## src/rtl/uart_pkg.sv

```systemverilog
`default_nettype none
// ============================================================================
// Module      : uart_pkg
// Description : UART-wide constants and the transmit-FIFO launcher state enum.
// Revision    : 1.0 - initial release
// ============================================================================
package uart_pkg;

    localparam int DATA_W    = 8;
    localparam int CLK_FREQ  = 50_000_000;
    localparam int BAUD_RATE = 115_200;

    // Launcher states: IDLE waits for data, LOAD is the tx_start cycle,
    // WAIT holds the byte until the transmitter reports completion.
    typedef enum logic [1:0] {
        IDLE = 2'd0,
        LOAD = 2'd1,
        WAIT = 2'd2
    } tx_state_e;

endpackage : uart_pkg
`default_nettype wire

```

## src/rtl/fifo_mem.sv

```systemverilog
`default_nettype none
// ============================================================================
// Module      : fifo_mem
// Description : DEPTH x DATA_W storage array, synchronous write port and
//               combinational read port. Contents are intentionally not reset.
// Revision    : 1.0 - initial release
// ============================================================================
module fifo_mem
    import uart_pkg::*;
#(
    parameter int DEPTH  = 16,
    parameter int ADDR_W = 4
) (
    input  logic              clk,
    input  logic              wr_en,
    input  logic [ADDR_W-1:0] wr_addr,
    input  logic [DATA_W-1:0] wr_data,
    input  logic [ADDR_W-1:0] rd_addr,
    output logic [DATA_W-1:0] rd_data
);

    logic [DATA_W-1:0] mem_q [DEPTH];

    // Write port: store the byte on the edge the push is accepted.
    always_ff @(posedge clk) begin
        if (wr_en) begin
            mem_q[wr_addr] <= wr_data;
        end
    end

    assign rd_data = mem_q[rd_addr];

endmodule : fifo_mem
`default_nettype wire

```

## src/rtl/uart_tx_fifo.sv

```systemverilog
`default_nettype none
// ============================================================================
// Module      : uart_tx_fifo
// Description : Transmit byte buffer. Circular FIFO filled at clock rate and
//               drained one byte at a time into the UART transmitter using a
//               one-cycle tx_start, waiting for tx_done between bytes.
// Revision    : 1.0 - initial release
// ============================================================================
module uart_tx_fifo
    import uart_pkg::*;
#(
    parameter int DEPTH  = 16,
    parameter int ADDR_W = 4
) (
    input  logic              clk,
    input  logic              reset,
    input  logic              wr_en,
    input  logic [DATA_W-1:0] wr_data,
    output logic              full,
    output logic              empty,
    output logic [ADDR_W:0]   count,
    output logic              overflow,
    input  logic              clr_ovf,
    output logic              tx_start,
    output logic [DATA_W-1:0] data_out,
    input  logic              tx_done,
    output logic              busy
);

    localparam logic [ADDR_W:0]   FULL_COUNT = (ADDR_W+1)'(DEPTH);
    localparam logic [ADDR_W:0]   CNT_ONE    = (ADDR_W+1)'(1);
    localparam logic [ADDR_W-1:0] PTR_ONE    = ADDR_W'(1);

    tx_state_e         state_q,    state_d;
    logic [ADDR_W-1:0] wr_ptr_q,   wr_ptr_d;
    logic [ADDR_W-1:0] rd_ptr_q,   rd_ptr_d;
    logic [ADDR_W:0]   count_q,    count_d;
    logic              overflow_q, overflow_d;
    logic              tx_start_q, tx_start_d;
    logic [DATA_W-1:0] data_out_q, data_out_d;

    logic              w_push;
    logic              w_pop;
    logic [DATA_W-1:0] w_rd_data;

    // Full is judged on the registered count, so a same-cycle pop never
    // makes room for a push.
    assign w_push = wr_en && (count_q != FULL_COUNT);
    assign w_pop  = (state_q == IDLE) && (count_q != '0);

    fifo_mem #(
        .DEPTH  (DEPTH),
        .ADDR_W (ADDR_W)
    ) u_mem (
        .clk     (clk),
        .wr_en   (w_push),
        .wr_addr (wr_ptr_q),
        .wr_data (wr_data),
        .rd_addr (rd_ptr_q),
        .rd_data (w_rd_data)
    );

    // Next-state: pointers, occupancy, sticky overflow and launcher FSM.
    always_comb begin
        state_d    = state_q;
        wr_ptr_d   = wr_ptr_q;
        rd_ptr_d   = rd_ptr_q;
        count_d    = count_q;
        overflow_d = overflow_q;
        data_out_d = data_out_q;
        tx_start_d = w_pop;

        if (w_push) begin
            wr_ptr_d = wr_ptr_q + PTR_ONE;
        end
        if (w_pop) begin
            rd_ptr_d   = rd_ptr_q + PTR_ONE;
            data_out_d = w_rd_data;
        end

        case ({w_push, w_pop})
            2'b10:   count_d = count_q + CNT_ONE;
            2'b01:   count_d = count_q - CNT_ONE;
            default: count_d = count_q;
        endcase

        // A dropped push outranks a simultaneous clear.
        if (wr_en && (count_q == FULL_COUNT)) begin
            overflow_d = 1'b1;
        end else if (clr_ovf) begin
            overflow_d = 1'b0;
        end

        case (state_q)
            IDLE:    if (w_pop)   state_d = LOAD;
            LOAD:                 state_d = WAIT;
            WAIT:    if (tx_done) state_d = IDLE;
            default:              state_d = IDLE;
        endcase
    end

    // State registers; reset discards queued and in-flight bytes.
    always_ff @(posedge clk or negedge reset) begin
        if (!reset) begin
            state_q    <= IDLE;
            wr_ptr_q   <= '0;
            rd_ptr_q   <= '0;
            count_q    <= '0;
            overflow_q <= 1'b0;
            tx_start_q <= 1'b0;
            data_out_q <= '0;
        end else begin
            state_q    <= state_d;
            wr_ptr_q   <= wr_ptr_d;
            rd_ptr_q   <= rd_ptr_d;
            count_q    <= count_d;
            overflow_q <= overflow_d;
            tx_start_q <= tx_start_d;
            data_out_q <= data_out_d;
        end
    end

    assign count    = count_q;
    assign full     = (count_q == FULL_COUNT);
    assign empty    = (count_q == '0);
    assign overflow = overflow_q;
    assign tx_start = tx_start_q;
    assign data_out = data_out_q;
    assign busy     = (state_q == LOAD) || (state_q == WAIT);

endmodule : uart_tx_fifo
`default_nettype wire

```

## config.mk

```make
export PLATFORM = sky130hd
export DESIGN_NAME = uart_tx_fifo
export DESIGN_NICKNAME = d
export VERILOG_FILES = /design/src/rtl/uart_pkg.sv /design/src/rtl/fifo_mem.sv /design/src/rtl/uart_tx_fifo.sv
export SDC_FILE = /design/constraint.sdc
export NUM_CORES = 1
export LEC_CHECK = 0
export ABC_AREA = 1
export CORE_ASPECT_RATIO = 0.9
export CORE_MARGIN = 2
export CORE_UTILIZATION = 25
export CTS_BUF_LIST = sky130_fd_sc_hd__clkbuf_4 sky130_fd_sc_hd__clkbuf_8
export DETAILED_ROUTE_END_ITERATION = 12
export GPL_TIMING_DRIVEN = 0
export PLACE_DENSITY_LB_ADDON = 0.1
export SYNTH_ARGS = -nofsm -noshare
export SYNTH_HDL_FRONTEND = slang
export SYNTH_SLANG_ARGS = --single-unit
```

## constraint.sdc

```tcl
create_clock -name clk -period 3.9 [get_ports clk]
set_input_delay 0.78 -clock clk [delete_from_list [all_inputs] [get_ports clk]]
set_output_delay 0.78 -clock clk [all_outputs]
set_load 0.1 [all_outputs]
```

**Yosys cells after proc, flatten, opt, wreduce, memory -nomap -nowiden**

Memories as Yosys holds them, arrays and structs flattened. A register that Yosys moved wholly into a read port is not among the register bits.
Cells that the tools add are included.

- RAM bits: 128
- Input port bits: 13
- Memory bits (read-only): 0
- Output and inout bits: 18
- Memories kept: 1
- Register bits after elaboration: 17
- Word-level logic and storage cells: 38
- Bits in latches: 0

- Divide/modulo/power cells: 0
- Multipliers: 0
- Multiplexer cells: 8
- $add $sub $neg: 4
- $lt $le $gt $ge: 0
- Reduce and logical (&&, ||, !) cells: 11
- Equal/unequal tests: 8
- Bitwise gates (word level): 0
- Shift operators: 0

Memory list:

| memory | words | width | rd ports | clocked after Yosys merged registers in | write ports | line | RTL |
|---|---|---|---|---|---|---|---|
| u_mem.mem_q | 16 | 8 | 1 | 1 | 1 | fifo_mem.sv:22 | `logic [DATA_W-1:0] mem_q [DEPTH];` |

Operators by type and width:

| operator | number |
|---|---|
| $pmux W5 S2 | 1 |
| $add A4 B1 Y4 const B | 2 |
| $pmux W2 S3 | 1 |
| $add A5 B1 Y5 const B | 1 |
| $eq A5 B5 Y1 const B | 1 |
| $logic_not A5 Y1 | 1 |
| $ne A5 B5 Y1 const B | 1 |
| $reduce_bool A5 Y1 | 1 |
| $sub A5 B1 Y5 const B | 1 |
| $eq A2 B1 Y1 const B | 2 |
| $eq A2 B2 Y1 const B | 2 |
| $mux W1 | 4 |
| $mux W2 | 2 |
| $ne A2 B2 Y1 const B | 2 |
| $reduce_bool A2 Y1 | 2 |
| $logic_and A1 B1 Y1 | 3 |
| $logic_not A2 Y1 | 1 |
| $reduce_and A2 Y1 | 1 |
| $logic_not A1 Y1 | 1 |
| $logic_or A1 B1 Y1 | 1 |

**Longest topological paths before layout**

Gate-level depths: netlist of the first run.

- Word-level depth: 4
- Depth in mapped cells: 15
- Gate-level depth less buffers: 14

**By module**

Synthesis of the first run repeated with hierarchy kept, for this count alone.

- Cell total of the unflattened synthesis: 693
- Area total of the unflattened synthesis: 6,901.6 µm²

By module, submodules not included:

| module | times used | cells an instance | area an instance (µm²) | seq. area each (µm²) |
|---|---|---|---|---|
| fifo_mem | 1 | 543 | 5,606.6 | 3,843.7 |
| uart_tx_fifo | 1 | 150 | 1,295.0 | 625.6 |

**Least setup slack after synthesis of the first run**

OpenSTA, ideal clock, no wires.

- Path kind: reg-to-reg
- Start: register count_q[0] (netlist: count[0])
- End: register count_q[4] (netlist: count[4])
- Path slack: 0.258 ns
- Arrival: 3.574 ns
- Cell stages (with the launch flop): 16
- Library setup time: 0.069 ns
- Period minus slack after synthesis: 3.642 ns
- Path buffers: 1
- Required time: 3.831 ns
- Path through: dfrtp_1 nor2_1 nand2_1 nor2_2 inv_2 nand2_4 inv_2 buf_6 ha_1 fa_1 a21oi_1 nor2_1 nor2_1 xor2_1 nand2_1 nand2_1

- Cells in the longest elaborated chain, start to end: 4
- Elaborated cells between the ends (all ways): 10
- Those cells by class: 2 x add/sub; 3 x eq/ne; 1 x mux; 4 x reduce/logical

RTL lines:

| element | line | RTL |
|---|---|---|
| from (decl) | uart_tx_fifo.sv:37 | `logic [ADDR_W:0] count_q, count_d;` |
| from (signal assigned) | uart_tx_fifo.sv:116 | `count_q <= count_d;` |
| $reduce_bool A5 Y1 * | uart_tx_fifo.sv:49 | `assign w_pop = (state_q == IDLE) && (count_q != '0);` |
| $logic_and A1 B1 Y1 * | uart_tx_fifo.sv:49 |  |
| named net tx_start_d | uart_tx_fifo.sv:39 | `logic tx_start_q, tx_start_d;` |
| $eq A2 B1 Y1 / $eq A2 B2 Y1 (equally long branches) | uart_tx_fifo.sv:81 | `case ({w_push, w_pop})` |
| $pmux W5 S2 / $reduce_bool A2 Y1 (equally long branches) | - |  |

The timed path passes the listed nets; every way through them passes the cells marked *.
A chain may end at the register's enable or synchronous reset.

**Worst setup path in the final report of the first run**

- Start: register count_q[0] (netlist: count[0])
- End: output port empty

- Cells in the longest elaborated chain, start to end: 1

RTL lines:

| element | line | RTL |
|---|---|---|
| $logic_not A5 Y1 | uart_tx_fifo.sv:125 | `assign empty = (count_q == '0);` |
| to (decl) | uart_tx_fifo.sv:20 | `output logic empty,` |

No other way between the ends.

==> results.toml, run 1 <==
[cts]
worstSkewPairLatency_ns = 0.45
cts-root-buf = "clkbuf_8"
ctsHoldBuffers = 0
clk_pin_slew_ns = 0.09
postCtsSetupBuffers = 0
cts_resized = 0
cts_made_buffers = 17
cts_tree = "yes"
cts.htree.levels = 4
clock_path_buffers = 2
cts.sink_count = 153

[synth]
syn_inst = 674
synthSimpleGateAreaFrac_pct = 20.89
yosys.cell_count.top_type = "nand2_1"
synth_area_leaders = "edfxtp_1, nand2_1, dfrtp_1"
synthDistinctLibCells = 26
syn_avg_cell_area_um2 = 10.15
yosysSeqAreaShare_pct = 65.35
syn_area_um2 = 6839
synth_common_cells = "nand2_1, edfxtp_1, inv_1"
synthArstFlopShare_pct = 16.34
synth_xor_area_share_pct = 1.153
yosys_register_bits = 153
ys_warn_count = 0
yosysTopAreaCell = "edfxtp_1"
synth-edff-count = 128
synthAdderAreaFrac_pct = 2.671
synth_nets = 701
muxShareOfSynthArea_pct = 0
synth_top_family_by_area = "simple AND/OR/NAND/NOR gates"
synth-compound-area-share_pct = 1.061
synth_ff_type = "edfxtp_1"
synth_top_area_share_pct = 56.20

[placed_design]
post-place-ws_ns = 0.7096
gp_congestion = 0.7528
dp_hpwl_mm = 13.05
io_buffers = 30

[die]
ios = 31
fp.dieH_um = 160.9
die_w_um = 178.3
num_rows = 57
initial_core_util_pct = 25.37
core_area_um2 = 26960
die_area_um2 = 28700

[global_route]
grt_start_max_net_pins = 26
first_global_vias = 4715
grt_remaining_overflow = 0
grt_antenna_before_repair = 0
grt_pass1_wl_mm = 28.54
grt_util_all_layers_pct = 13.81

[detailed_routing]
num_vias = 4600
drc = 0
drtPass1Iterations = 5
viasPerCell = 4.212
drt_wl_total_mm = 18.41
detail-route-antenna-nets = 0
wire_per_inst_um = 16.86
drt_iter0_markers = 325

[setup_path]
critPathBufInv = 1
crit_slowest_cell = "clkdlybuf4s50_1"
worstPathCellList = "nor2_1 -> nand2_1 -> nor2_2 -> clkdlybuf4s50_1"
crit_path_start_kind = "flop"
worstPathMaxFanout = 5
path_class = "reg -> out"
cp_slowest_stage_delay_ns = 1.17
crit_arrival_ns = 2.52
cp-end-kind = "primary output"
path_delay_family = "buffers and inverters"
required_ns = 3.12

[sta]
worst_slack_ns = 0.5963
hold_violations = 0
fmax_ghz = 0.3027
drv_slew = 0
finalSetupViolations = 0
worst_clock_skew_ns = 0.01701
max_slew_margin_pct = 6.618
finalCritPeriodShare_pct = 84.71
grt_setup_unrepaired = "no"
tightest_slew_ns = 1.390
fin_crit_ns = 3.304
fin_tns_setup_ns = 0

[pwr]
ir_drop_mv = 0.4603
power_density_nw_per_um2 = 795.9
p_leak_nw = 3.441

[min_path]
hold_path_class = "in -> async"

[finish]
fin_nets = 752
drive_above_1_share_pct = 10.03
diodes = 0
area_delta_synth_final_pct = 17.38

[run]
drv_cap = 0

[outcome]
status = "complete, no violations"
-- kinds of logic after synthesis --
| logic type | after synthesis |
|---|---|
| DFF | 153 |
| and+or+nand+nor | 340 |
| buffers and inverters | 145 |
| adders and majority gates | 14 |
| xor gates and xnor gates | 9 |
| AOI/OAI and AO/OA | 13 |
-- where the power goes --
group	internal (mW)	leakage (nW)	switching [mW]	total, mW
logic	0.803	1.76	2.14	2.94
clock network	0.693	0.220	0.587	1.28
registers	2.04	1.46	0.127	2.17
-- registers in the layout, indices dropped and copies added, names as in the netlist --
signal,flops
count,5
data_out,8
overflow,1
rd_ptr_q,4
state_q,2
tx_start,1
u_mem.mem_q,128
wr_ptr_q,4
-- worst paths after layout --
kind / slack, ns / depth (start not counted) / to / startpoint
hold reg to reg: 0.49 / 2 / data_out[7] / data_out[7]
setup reg to reg: 1.19 / 15 / count[4] / count[0]
setup / recovery: 0.60 / 4 / empty / count[0]
hold / removal: 0.33 / 1 / data_out[2] / reset
max in group asynchronous: 3.16 / 1 / wr_ptr_q[1] / reset
min in group clk: 0.49 / 2 / data_out[7] / data_out[7]
-- layer usage --
layer / wire length, um / vias to the layer above / track usage (%)
li1: - / 2260 / -
met1: 9094 / 2237 / 19.44
met2: 8261 / 86 / 20.99
met3: 745 / 17 / 3.101
met4: 309 / 0 / 4.545
met5: 0 / - / 0
-- worst reg2reg max path: stages, from the launching register on --
cell	delay (ns)
dfrtp_1	0.46
nor2_1	0.17
nand2_1	0.09
nor2_2	0.18
inv_2	0.07
nand2_4	0.12
inv_2	0.08
buf_6	0.15
ha_1	0.29
fa_1	0.43
a21oi_1	0.16
nor2_1	0.05
nor2_1	0.11
xor2_1	0.16
nand2_1	0.06
nand2_1	0.05
-- final cells by class --
cell class / count / area, um^2
sequential: 153 / 4469
timing repair buffer: 32 / 305.3
fill: 2799 / 18930
tap: 354 / 442.9
inverter: 118 / 442.9
multi-input combinational: 376 / 1788
buffer: 27 / 163.9
clock inverter: 8 / 122.6
clock buffer: 24 / 292.8
-- stage by stage --
step           power (mW)  util, %  instance area (um^2)  hold WS [ns]  std cells
2_1_floorplan       4.277        -                  6839        0.4844        674
3_3_place_gp        5.143    28.13                  7582        0.4724       1058
3_5_place_dp        5.175    28.20                  7602        0.4734       1059
4_1_cts             6.468    29.74                  8018        0.4937       1091
5_1_grt             6.832    29.78                  8028        0.3445       1092
6_report            6.389    29.78                  8028        0.3282       1092
-- cell usage in the layout (no fill, tap or decap) --
| cell | synthesis | final |
|---|---|---|
| nor3_1 | 12 | 7 |
| nand2_2 | 1 | 1 |
| edfxtp_1 | 128 | 128 |
| clkinv_4 | 0 | 1 |
| nand2_4 | 1 | 1 |
| buf_6 | 2 | 2 |
| fa_1 | 1 | 1 |
| nand3_1 | 98 | 98 |
| a31oi_1 | 1 | 1 |
| a21oi_1 | 4 | 4 |
| nand2_1 | 214 | 214 |
| clkinv_2 | 0 | 3 |
| inv_1 | 112 | 112 |
| o21ai_0 | 6 | 6 |
| clkbuf_8 | 0 | 18 |
| buf_4 | 7 | 7 |
| xnor2_1 | 2 | 2 |
| dfrtp_1 | 25 | 25 |
| clkbuf_1 | 1 | 1 |
| bufinv_16 | 0 | 3 |
| buf_2 | 17 | 20 |
| nand4_1 | 1 | 1 |
| inv_6 | 0 | 1 |
| a21boi_0 | 1 | 1 |
| nor2_1 | 12 | 12 |
| clkdlybuf4s50_1 | 0 | 29 |
| ha_1 | 13 | 13 |
| inv_2 | 4 | 4 |
| o21ai_2 | 1 | 1 |
| nor3_2 | 0 | 5 |
| xor2_1 | 7 | 7 |
| clkbuf_4 | 0 | 6 |
| nor2_2 | 1 | 1 |
| clkinv_1 | 2 | 2 |
Note: power is estimated with default switching activity, not from simulation.
==> run 2: changes to the inputs <==
- clock period: 3.9 -> 3.4 ns (I/O delays scaled with it)
==> results.toml, run 2 (synthesized netlist as in run 1, its figures left out) <==
[outcome]
status = "complete, no violations"

[die]
num_rows = 57
initial_core_util_pct = 25.37
core_area_um2 = 26960
ios = 31
fp.dieH_um = 160.9
die_w_um = 178.3
die_area_um2 = 28700

[setup_path]
required_ns = 2.72
worstPathCellList = "nor2_1 -> nand3_1 -> inv_1 -> clkdlybuf4s50_1"
cp_slowest_stage_delay_ns = 1.14
crit_arrival_ns = 2.50
worstPathMaxFanout = 5
cp-end-kind = "primary output"
crit_path_start_kind = "flop"
path_class = "reg -> out"
path_delay_family = "buffers and inverters"
critPathBufInv = 2
crit_slowest_cell = "clkdlybuf4s50_1"

[finish]
layout_common_cells = "nand2_1, edfxtp_1, inv_1"
fin_util_pct = 29.65
drive_above_1_share_pct = 9.878
final_cells = 1093
largest_register_ffs = 128
regArea_um2 = 4469
layout_commonest_cell = "nand2_1"
fin_nets = 753
design_area_um2 = 7994
diodes = 0
nFillCells = 2857
regMostFlops = "u_mem.mem_q"
area_delta_synth_final_pct = 16.89
multi_input_area_um2 = 1783

[cts]
clock_path_buffers = 2
cts.htree.levels = 4
cts.sink_count = 153
cts_resized = 0
clk_pin_slew_ns = 0.08
cts_made_buffers = 17
ctsHoldBuffers = 0
cts_tree = "yes"
postCtsSetupBuffers = 0
cts-root-buf = "clkbuf_8"
worstSkewPairLatency_ns = 0.45

[detailed_routing]
drtPass1Iterations = 5
wire_per_inst_um = 17.22
detail-route-antenna-nets = 0
drt_iter0_markers = 319
drt_wl_total_mm = 18.82
viasPerCell = 4.243
num_vias = 4638
drc = 0

[placed_design]
placed_cell_area_um2 = 7600
gp_congestion = 0.8040
dp.cells = 1059
dp_hpwl_mm = 13.06
io_buffers = 30

[sta]
grt_setup_unrepaired = "no"
worst_clock_skew_ns = 0.01246
hold_violations = 0
drv_slew = 0
fin_tns_setup_ns = 0
whs_ns = 0.2272
finalCritPeriodShare_pct = 93.45
fin_crit_ns = 3.177
tightest_slew_ns = 1.308
fmax_ghz = 0.3147
max_slew_margin_pct = 12.14
finalSetupViolations = 0

[pwr]
power_density_nw_per_um2 = 910.0
p_leak_nw = 3.424
ir_drop_mv = 0.4121

[global_route]
first_global_vias = 4522
grt_remaining_overflow = 0
grt_antenna_before_repair = 0
grt_start_max_net_pins = 26
grt_util_all_layers_pct = 13.77
grt_pass1_wl_mm = 28.34

[min_path]
hold_path_class = "in -> async"

[run]
drv_cap = 0
## run 2: changes by cell type in the layout (fill, tap and decap cells not counted), sizes merged
cell and delta:
buf -1, bufinv -2, clkinv +2, clkbuf +2, clkinvlp +1, inv -1
## run 2: power breakdown
part	internal [mW]	total [mW]	switching (mW)
clock network	0.665	1.35	0.689
logic	0.926	3.43	2.51
registers	2.34	2.49	0.143
total	3.93	7.27	3.34
## run 2: stage by stage
| step | setup WS, ns | power, mW |
|---|---|---|
| after floorplan | 0.07776 | 4.910 |
| after detailed placement | 0.3490 | 5.986 |
| after global routing | 0.006880 | 7.765 |
| after CTS | 0.1371 | 7.363 |
| final | 0.2226 | 7.275 |
| after global placement | 0.2300 | 5.949 |
## run 2: path summary, 6_finish.rpt
kind / from / to / slack [ns] / depth (start not counted)
worst max-delay path: count[0] / full / 0.22 / 4
worst min-delay path: reset / data_out[1] / 0.23 / 1
worst max register to register: count[0] / count[4] / 0.72 / 15
worst min register to register: data_out[7] / data_out[7] / 0.48 / 2
max in group asynchronous: reset / wr_ptr_q[3] / 2.76 / 1
min in group clk: data_out[7] / data_out[7] / 0.48 / 2
## run 2: per-layer routing
metal  track usage (%)  vias up  wire, um
met5                 0        -         0
met4             3.326        0       186
met3             3.078       13       664
met2             21.29       72      8622
met1             19.59     2290      9346
li1                  -     2263         -
## run 2: cell type report
| cell class | count | share of cell area [%] |
|---|---|---|
| flip-flops and latches | 153 | 55.91 |
| multi-input cells | 376 | 22.30 |
| inverters | 118 | 5.541 |
| well taps | 354 | 5.541 |
| repair buffers | 33 | 3.944 |
| clock buffers | 24 | 3.819 |
| plain buffers | 27 | 2.050 |
| clock inverters | 8 | 0.8922 |
## run 2: worst reg2reg max path, delay by kind of cell (launching register included)
kind                     cells  cell delay, ns
buffers and inverters        3            0.29
adder cells (fa/ha/maj)      2            0.73
AO/OA/AOI/OAI                1            0.17
AND/OR/NAND/NOR              8            0.83
XOR/XNOR                     1            0.15
flip-flops                   1            0.45
